<file path="src/rtl/br_param.sv">
// Clocked register bank: 2 combinational read ports, 1 synchronous write port, self-clearing after reset.
// Latency: reads are combinational; a write is visible the same cycle with BYPASS=1, next cycle otherwise.
// No backpressure: busy is high for DEPTH cycles after reset, and during that time writes are dropped and reads return 0.
module br_param #(
  parameter int DATA_W   = 32,
  parameter int ADDR_W   = 5,
  parameter bit ZERO_REG = 1'b1,
  parameter bit BYPASS   = 1'b1
) (
  input  logic              clk,
  input  logic              reset,
  input  logic              we,
  input  logic [ADDR_W-1:0] wa,
  input  logic [DATA_W-1:0] wd,
  input  logic [ADDR_W-1:0] rr1,
  input  logic [ADDR_W-1:0] rr2,
  output logic [DATA_W-1:0] dr1,
  output logic [DATA_W-1:0] dr2,
  output logic              busy
);

  localparam int DEPTH = 2 ** ADDR_W;

  typedef enum logic {
    CLEAR = 1'b0,
    READY = 1'b1
  } state_t;

  state_t            state;
  state_t            state_nxt;
  logic [ADDR_W-1:0] clr_cnt;
  logic [DATA_W-1:0] mem [DEPTH];
  logic              wr_ok;
  logic              byp1;
  logic              byp2;

  assign busy = (state == CLEAR);

  // A write only lands outside the clear phase, and never on a hardwired zero entry.
  assign wr_ok = we && !busy && !(ZERO_REG && (wa == '0));

  // State register: reset always restarts the clear sweep.
  always_ff @(posedge clk) begin
    if (reset) state <= CLEAR;
    else       state <= state_nxt;
  end

  // Next state: leave CLEAR on the edge that clears the last entry.
  always_comb begin
    state_nxt = state;
    unique case (state)
      CLEAR:   if (&clr_cnt) state_nxt = READY;
      READY:   state_nxt = READY;
      default: state_nxt = CLEAR;
    endcase
  end

  // Clear pointer walks through every entry once per clear phase.
  always_ff @(posedge clk) begin
    if (reset)      clr_cnt <= '0;
    else if (busy)  clr_cnt <= clr_cnt + 1'b1;
  end

  // Storage: the sequencer owns the write port while busy. Storage is left untouched in the reset cycle.
  always_ff @(posedge clk) begin
    if (!reset) begin
      if (busy)       mem[clr_cnt] <= '0;
      else if (wr_ok) mem[wa]      <= wd;
    end
  end

  assign byp1 = BYPASS && wr_ok && (rr1 == wa);
  assign byp2 = BYPASS && wr_ok && (rr2 == wa);

  assign dr1 = (busy || (ZERO_REG && (rr1 == '0))) ? '0 : (byp1 ? wd : mem[rr1]);
  assign dr2 = (busy || (ZERO_REG && (rr2 == '0))) ? '0 : (byp2 ? wd : mem[rr2]);

endmodule

</file>
<file path="config.mk">
export PLATFORM = sky130hd
export DESIGN_NAME = br_param
export DESIGN_NICKNAME = d
export VERILOG_FILES = /design/src/rtl/br_param.sv
export SDC_FILE = /design/constraint.sdc
export NUM_CORES = 1
export LEC_CHECK = 0
export ABC_CLOCK_PERIOD_IN_PS = 5000
export BUFFER_PORTS_ARGS = -buffer_cell sky130_fd_sc_hd__buf_2
export CAP_MARGIN = 30
export CELL_PAD_IN_SITES_DETAIL_PLACEMENT = 1
export CELL_PAD_IN_SITES_GLOBAL_PLACEMENT = 1
export CORE_AREA = 2 2 303 305
export CTS_BUF_LIST = sky130_fd_sc_hd__clkbuf_4 sky130_fd_sc_hd__clkbuf_8 sky130_fd_sc_hd__clkbuf_16
export CTS_CLUSTER_SIZE = 8
export DETAILED_ROUTE_END_ITERATION = 10
export DIE_AREA = 0 0 305 307
export PLACE_DENSITY_LB_ADDON = 0.1
export SLEW_MARGIN = 20
export SYNTH_ARGS = -nofsm -noshare
export SYNTH_HDL_FRONTEND = slang
export SYNTH_SLANG_ARGS = --single-unit
</file>
<file path="constraint.sdc">
create_clock -name clk -period 5 [get_ports clk]
set_clock_uncertainty 0.15 [all_clocks]
set_input_delay 1 -clock clk [delete_from_list [all_inputs] [get_ports clk]]
set_output_delay 1 -clock clk [all_outputs]
set_load 0.005 [all_outputs]
</file>
=== After elaboration in Yosys (flattened, before gate mapping) ===
Memories as Yosys holds them, arrays and structs flattened.
Cells that the tools add are included.

* Bits in writable memories: 1024
* Output and inout port bits: 65
* Input bits: 50
* Logic and storage cells: 35
* Flip-flop bits (word level): 6
* Memories kept: 1

{| class="wikitable"
|+ Memory list
! memory !! depth !! width !! rd ports !! clocked after memory_dff !! wr ports !! RTL line !! source
|-
| mem || 32 || 32 || 2 || 0 || 1 || 32 || <nowiki>logic [DATA_W-1:0] mem [DEPTH];</nowiki>
|}

* Muxes and demuxes: 16
* Reduce and logical (&&, ||, !) cells: 12
* Equal/unequal tests: 2
* $add $sub $neg: 1
* Bitwise logic cells: 1

{| class="wikitable"
|+ Operators with widths
! kind !! count
|-
| 2-to-1 mux 32 bit || 5
|-
| OR reduction 32 bit || 1
|-
| zero test 5 bit || 3
|-
| equality test 5 bit || 2
|-
| 2-to-1 mux 1 bit || 9
|-
| adder 5 x 1 -> 5 bit (second input constant) || 1
|-
| 2-to-1 mux 5 bit || 1
|-
| AND reduction 5 bit || 1
|-
| logical AND 1 bit || 4
|-
| logical OR 1 bit || 2
|-
| case mux 1 bit (2 select lines) || 1
|-
| zero test 1 bit || 1
|-
| NOT 1 bit || 1
|}

=== Logic depth before layout (Yosys ltp) ===
* Depth after elaboration: 9
* Mapped depth: 11

=== Least setup slack after synthesis ===
Ideal clock, no wire load.

* Path kind: input port to flip-flop
* Start point: input port wa[0]
* End point: memory mem[8][0] (enable)
* Stages on the path: 7
* Setup time: 0.421 ns
* Path buffers: 2
* Data required time: 4.429 ns
* Arrival: 3.896 ns
* Setup slack: 0.533 ns
* Cell sequence: buf_2 or4_1 o2111a_1 clkbuf_1 o31ai_1 nand2_1 nor2_1

* Longest elaborated chain between the ends: 9
* Elaborated cells on any way between the ends: 10
* Classes of those cells: 6 x mux; 4 x reduce/logical

{| class="wikitable"
|+ Ends and longest elaborated chain
! what !! RTL line !! source
|-
| from (decl) || 13 || <nowiki>input logic [ADDR_W-1:0] wa,</nowiki>
|-
| zero test 5 bit || 40 || <nowiki>assign wr_ok = we && !busy && !(ZERO_REG && (wa == '0));</nowiki>
|-
| zero test 1 bit || 40 ||
|-
| logical AND 1 bit || 40 ||
|-
| 2-to-1 mux 1 bit || 68 || <nowiki>else if (wr_ok) mem[wa] <= wd;</nowiki>
|-
| 2-to-1 mux 1 bit || 67 || <nowiki>if (busy) mem[clr_cnt] <= '0;</nowiki>
|-
| 2-to-1 mux 1 bit || 66 || <nowiki>if (!reset) begin</nowiki>
|-
| 2-to-1 mux 1 bit (implied by the code) || 68 ||
|-
| OR reduction 32 bit (no line) || - ||
|-
| 2-to-1 mux 5 bit (no line) or 2-to-1 mux 1 bit (tied branches) || - ||
|-
| to (decl) || 32 ||
|}

Parallel ways exist; a longest one is shown, timed or not.

=== Final worst setup path ===
* Start point: input port rr2[2]
* End point: output port dr2[29]

* Longest elaborated chain between the ends: 4
* Elaborated cells on any way between the ends: 7
* Classes of those cells: 1 x eq/ne; 2 x mux; 3 x reduce/logical; 1 x memory

{| class="wikitable"
|+ Ends and longest elaborated chain
! what !! RTL line !! source
|-
| from (decl) || 16 || <nowiki>input logic [ADDR_W-1:0] rr2,</nowiki>
|-
| branches (longest 3 deep; another with memory read (32 x 32 bit)) || - ||
|-
| 2-to-1 mux 32 bit (*) || 76 || <nowiki>assign dr2 = (busy || (ZERO_REG && (rr2 == '0))) ? '0 : (byp2 ? wd : mem[rr2]);</nowiki>
|-
| to (decl) || 18 || <nowiki>output logic [DATA_W-1:0] dr2,</nowiki>
|}

Every way passes the cells marked *.

==> flow_summary_export.csv <==
group,metric,value,unit
sta,finalSetupTns,0,ps
place,io_buffer_count,114,
routing,vias,32000,
cells_and_area,ff_latch_area,30900,sq um
global_route,grt_max_degree,68,
sta,rsz0062_at_grt,"no",
cells_and_area,fillerInstances,7686,
place,dpl_cell_area,52900,sq um
setup_path,cpPeakStageDelay,770,ps
floorplan,pin_count,115,
clock_tree,clk_latency,740,ps
synth,synth_ff_type,"edfxtp_1",
cells_and_area,area_delta_synth_final,16.1,%
synth,ys_async_sr_fraction,0,%
synth,netlist_area,49300,sq um
sta,whs,394,ps
pwr,switching_share,22.0,%
floorplan,dieHeight,307,um
clock_tree,clkSinkCount,1030,
sta,fmax,207,MHz
cells_and_area,fin_area,57300,sq um
global_route,overflow,0,
sta,drv_slew,0,
routing,wl_per_cell,40.1,um
clock_tree,cts_resized,0,
cells_and_area,drive_above_1_share,30.5,%
floorplan,row_count,111,
setup_path,crit_type,"in -> out",
cells_and_area,multi_input_area,17600,sq um
clock_tree,clk_pin_slew,60,ps
worst_hold_path,min_to,"clr_cnt[3]$_SDFFE_PP0N_",
setup_path,rr_worst_depth,7,
cells_and_area,finalNetCount,3151,
setup_path,crit_top_cell,"buf_4",
status,status,"finished, final reports clean",
synth,synth_seq_area_share,62.6,%
place,hpwl,102000,um
setup_path,cp-start-kind,"input pin",
synth,ys_ff_latch,1030,
pwr,power_density,348,nW/um^2
floorplan,start_util,54.4,%
clock_tree,clk_path_buf_depth,3,
routing,antenna_left,0,
worst_hold_path,worstHoldStart,"reset",
sta,period_share,96.6,%
pwr,p_leak,18.7,nW
pwr,seq_power_share,47.5,%
sta,setup_violations,0,
setup_path,setup.worst_path.start,"rr2[2]",
setup_path,cp_num_buf_inv,3,
sta,hold_viol,0,
setup_path,worstPathMaxFanout,20,
setup_path,cp_cell_sequence,"buf_4 > nor2b_4 > buf_4 > a221oi_1 > o21ai_0 > a311oi_1 > nor3_1 > nor2_1 > buf_2",
setup_path,worstSetupEndpointType,"primary output",
setup_path,crit_family,"compound AO/OA/AOI/OAI gates",
floorplan,fp.dieArea,93600,sq um
pwr,p_comb_share,7.2,%
synth,syn_avg_cell_area,17.3,sq um
place,place.gp.congestion,0.883,
synth,synth_cell_types,56,
setup_path,r2r_end,"mem[25][18]$_DFFE_PP_",
setup_path,required,3850,ps
flow_run,cap_viol_max_count,0,
global_route,grt_usage,37.2,%
setup_path,cp.depth,9,
setup_path,reg2reg_slack,1510,ps
synth,synthCells,2848,
pwr,peakVddDrop,0.356,mV
sta,max_slew_margin,30.1,%
synth,synth_nets,2900,
routing,drc,0,
worst_hold_path,hold_path_class,"in -> reg",
synth,synth_edf_count,1024,
clock_tree,cts_tree,"done",
clock_tree,root_buffer,"clkbuf_16",
clock_tree,postCtsSetupRepairBufs,0,
sta,worst_pin_slew,1050,ps
setup_path,critical_path.slowest_cell,"a311oi_1",
clock_tree,cts_max_level,4,
global_route,grt_pass1_wl,245000,um
setup_path,r2r-start,"state$_SDFF_PP0_",
synth,yosys_warnings,0,
global_route,grt_pass1_vias,33800,
pwr,switchingPower,4.38,mW
floorplan,die_x,305,um
clock_tree,cts_hold_buf,0,
pwr,p_int,15.5,mW
sta,fin_crit,4830,ps
routing,dr.pass1.iters,5,
routing,via_per_inst,7.42,
worst_hold_path,holdPathStages,2,
global_route,antenna_found_initial,4,
floorplan,core_area,90700,sq um
clock_tree,cts_buffers,147,
routing,drt_first_iter_violations,4143,
pwr,p_clk_share,45.3,%
routing,routed_wl,173000,um
setup_path,cp.arrival,3680,ps
[cells in the final DEF, fill, tap and decap left out, types with 14 or more instances in the layout]
cell	instances
a311oi_1	14
a22oi_1	52
nor3_1	35
clkbuf_16	157
buf_4	125
o21ai_0	56
mux2i_1	331
a21oi_1	49
o21bai_1	17
edfxtp_1	1024
buf_2	107
o22ai_1	14
a221oi_1	136
mux4_2	379
nand4_1	17
nor2_1	75
o211ai_1	22
nor2_4	36
nand2_1	114
nor2b_1	19
mux2_2	14
nand2b_1	19
buf_12	65
and2_1	30
buf_8	26
a211o_1	20
nand3_1	52
[synth_stat cells (3+ instances only)]
| cell | number | share of area [%] |
|---|---|---|
| a211o_1 | 20 | 0.36 |
| a21boi_0 | 3 | 0.046 |
| a21oi_1 | 50 | 0.51 |
| a221o_1 | 12 | 0.24 |
| a221oi_1 | 136 | 2.4 |
| a22oi_1 | 52 | 0.79 |
| a311oi_1 | 14 | 0.25 |
| a31oi_1 | 7 | 0.089 |
| a32oi_1 | 3 | 0.053 |
| and2_1 | 34 | 0.43 |
| buf_1 | 27 | 0.21 |
| buf_2 | 56 | 0.57 |
| buf_4 | 39 | 0.59 |
| buf_6 | 12 | 0.27 |
| clkbuf_1 | 93 | 0.71 |
| dfxtp_1 | 6 | 0.24 |
| edfxtp_1 | 1024 | 62 |
| inv_1 | 8 | 0.061 |
| mux2_2 | 14 | 0.32 |
| mux2i_1 | 331 | 6.7 |
| mux4_2 | 379 | 17 |
| nand2_1 | 114 | 0.87 |
| nand2b_1 | 19 | 0.24 |
| nand3_1 | 52 | 0.53 |
| nand3b_1 | 3 | 0.046 |
| nand4_1 | 17 | 0.22 |
| nor2_1 | 112 | 0.85 |
| nor2b_1 | 22 | 0.28 |
| nor3_1 | 35 | 0.36 |
| o211ai_1 | 22 | 0.33 |
| o21ai_0 | 56 | 0.57 |
| o21bai_1 | 17 | 0.26 |
| o22ai_1 | 14 | 0.18 |
| o31ai_1 | 4 | 0.061 |
| xnor2_1 | 6 | 0.11 |
| xor2_1 | 7 | 0.12 |
[worst max-delay path by stage]
stage,endpoint,slack (ps)
after floorplan,mem[8][0]$_DFFE_PP_,530
after global placement,dr2[25],330
after detailed placement,dr2[17],320
after CTS,dr2[29],290
after global routing,dr2[31],200
final,dr2[29],170
[cell families after synthesis]
family	share of synthesized area (%)
AOI/OAI and AO/OA	6.43
and+or+nand+nor	3.96
muxes	24.3
DFF	62.6
adders and majority gates	0.0507
buffers and inverters	2.43
xor gates and xnor gates	0.231
[stage by stage]
step	worst slack (ps)	power, mW	utilization, %	cells
floorplan	533	10.5	-	2848
global placement	334	11.0	58.3	4107
detailed placement	321	11.0	58.3	4110
CTS	295	20.0	62.7	4279
global route	196	20.3	63.2	4306
finish	170	19.9	63.2	4306
[worst register-to-register path: cells and delay by family (launching register included)]
family,cells,cell delay [ps]
compound gates,2,610
buf+inv,2,720
flops,1,350
simple gates,3,1310
[layout make-up]
class | count | share of cell area, %
Antenna cell | 1 | 0.00437
Tap cell | 1186 | 2.59
Sequential cell | 1030 | 53.9
Inverter | 9 | 0.0612
Clock inverter | 4 | 0.0524
Clock buffer | 165 | 6.96
Multi-Input combinational cell | 1581 | 30.8
Timing Repair Buffer | 330 | 5.67
[registers in the layout, indices dropped and copies added, names as in the netlist]
register,cells
state,1
mem,1024
clr_cnt,5
[layer usage]
metal	GRT usage (%)	vias up	wire length (um)
li1	-	12500	-
met1	46.9	16900	62200
met2	60.4	2014	83400
met3	7.97	523	16900
met4	20.6	0	10300
met5	0	-	0
[power groups by stage]
stage | Combinational [mW] | Clock (mW) | Sequential [mW]
detailed placement | 1.40 | 0 | 9.62
global route | 1.48 | 9.40 | 9.46
CTS | 1.41 | 9.09 | 9.46
floorplan | 0.888 | 0 | 9.61
global placement | 1.37 | 0 | 9.61
finish | 1.43 | 9.03 | 9.46
No activity file was read; power rests on OpenSTA's default activity.
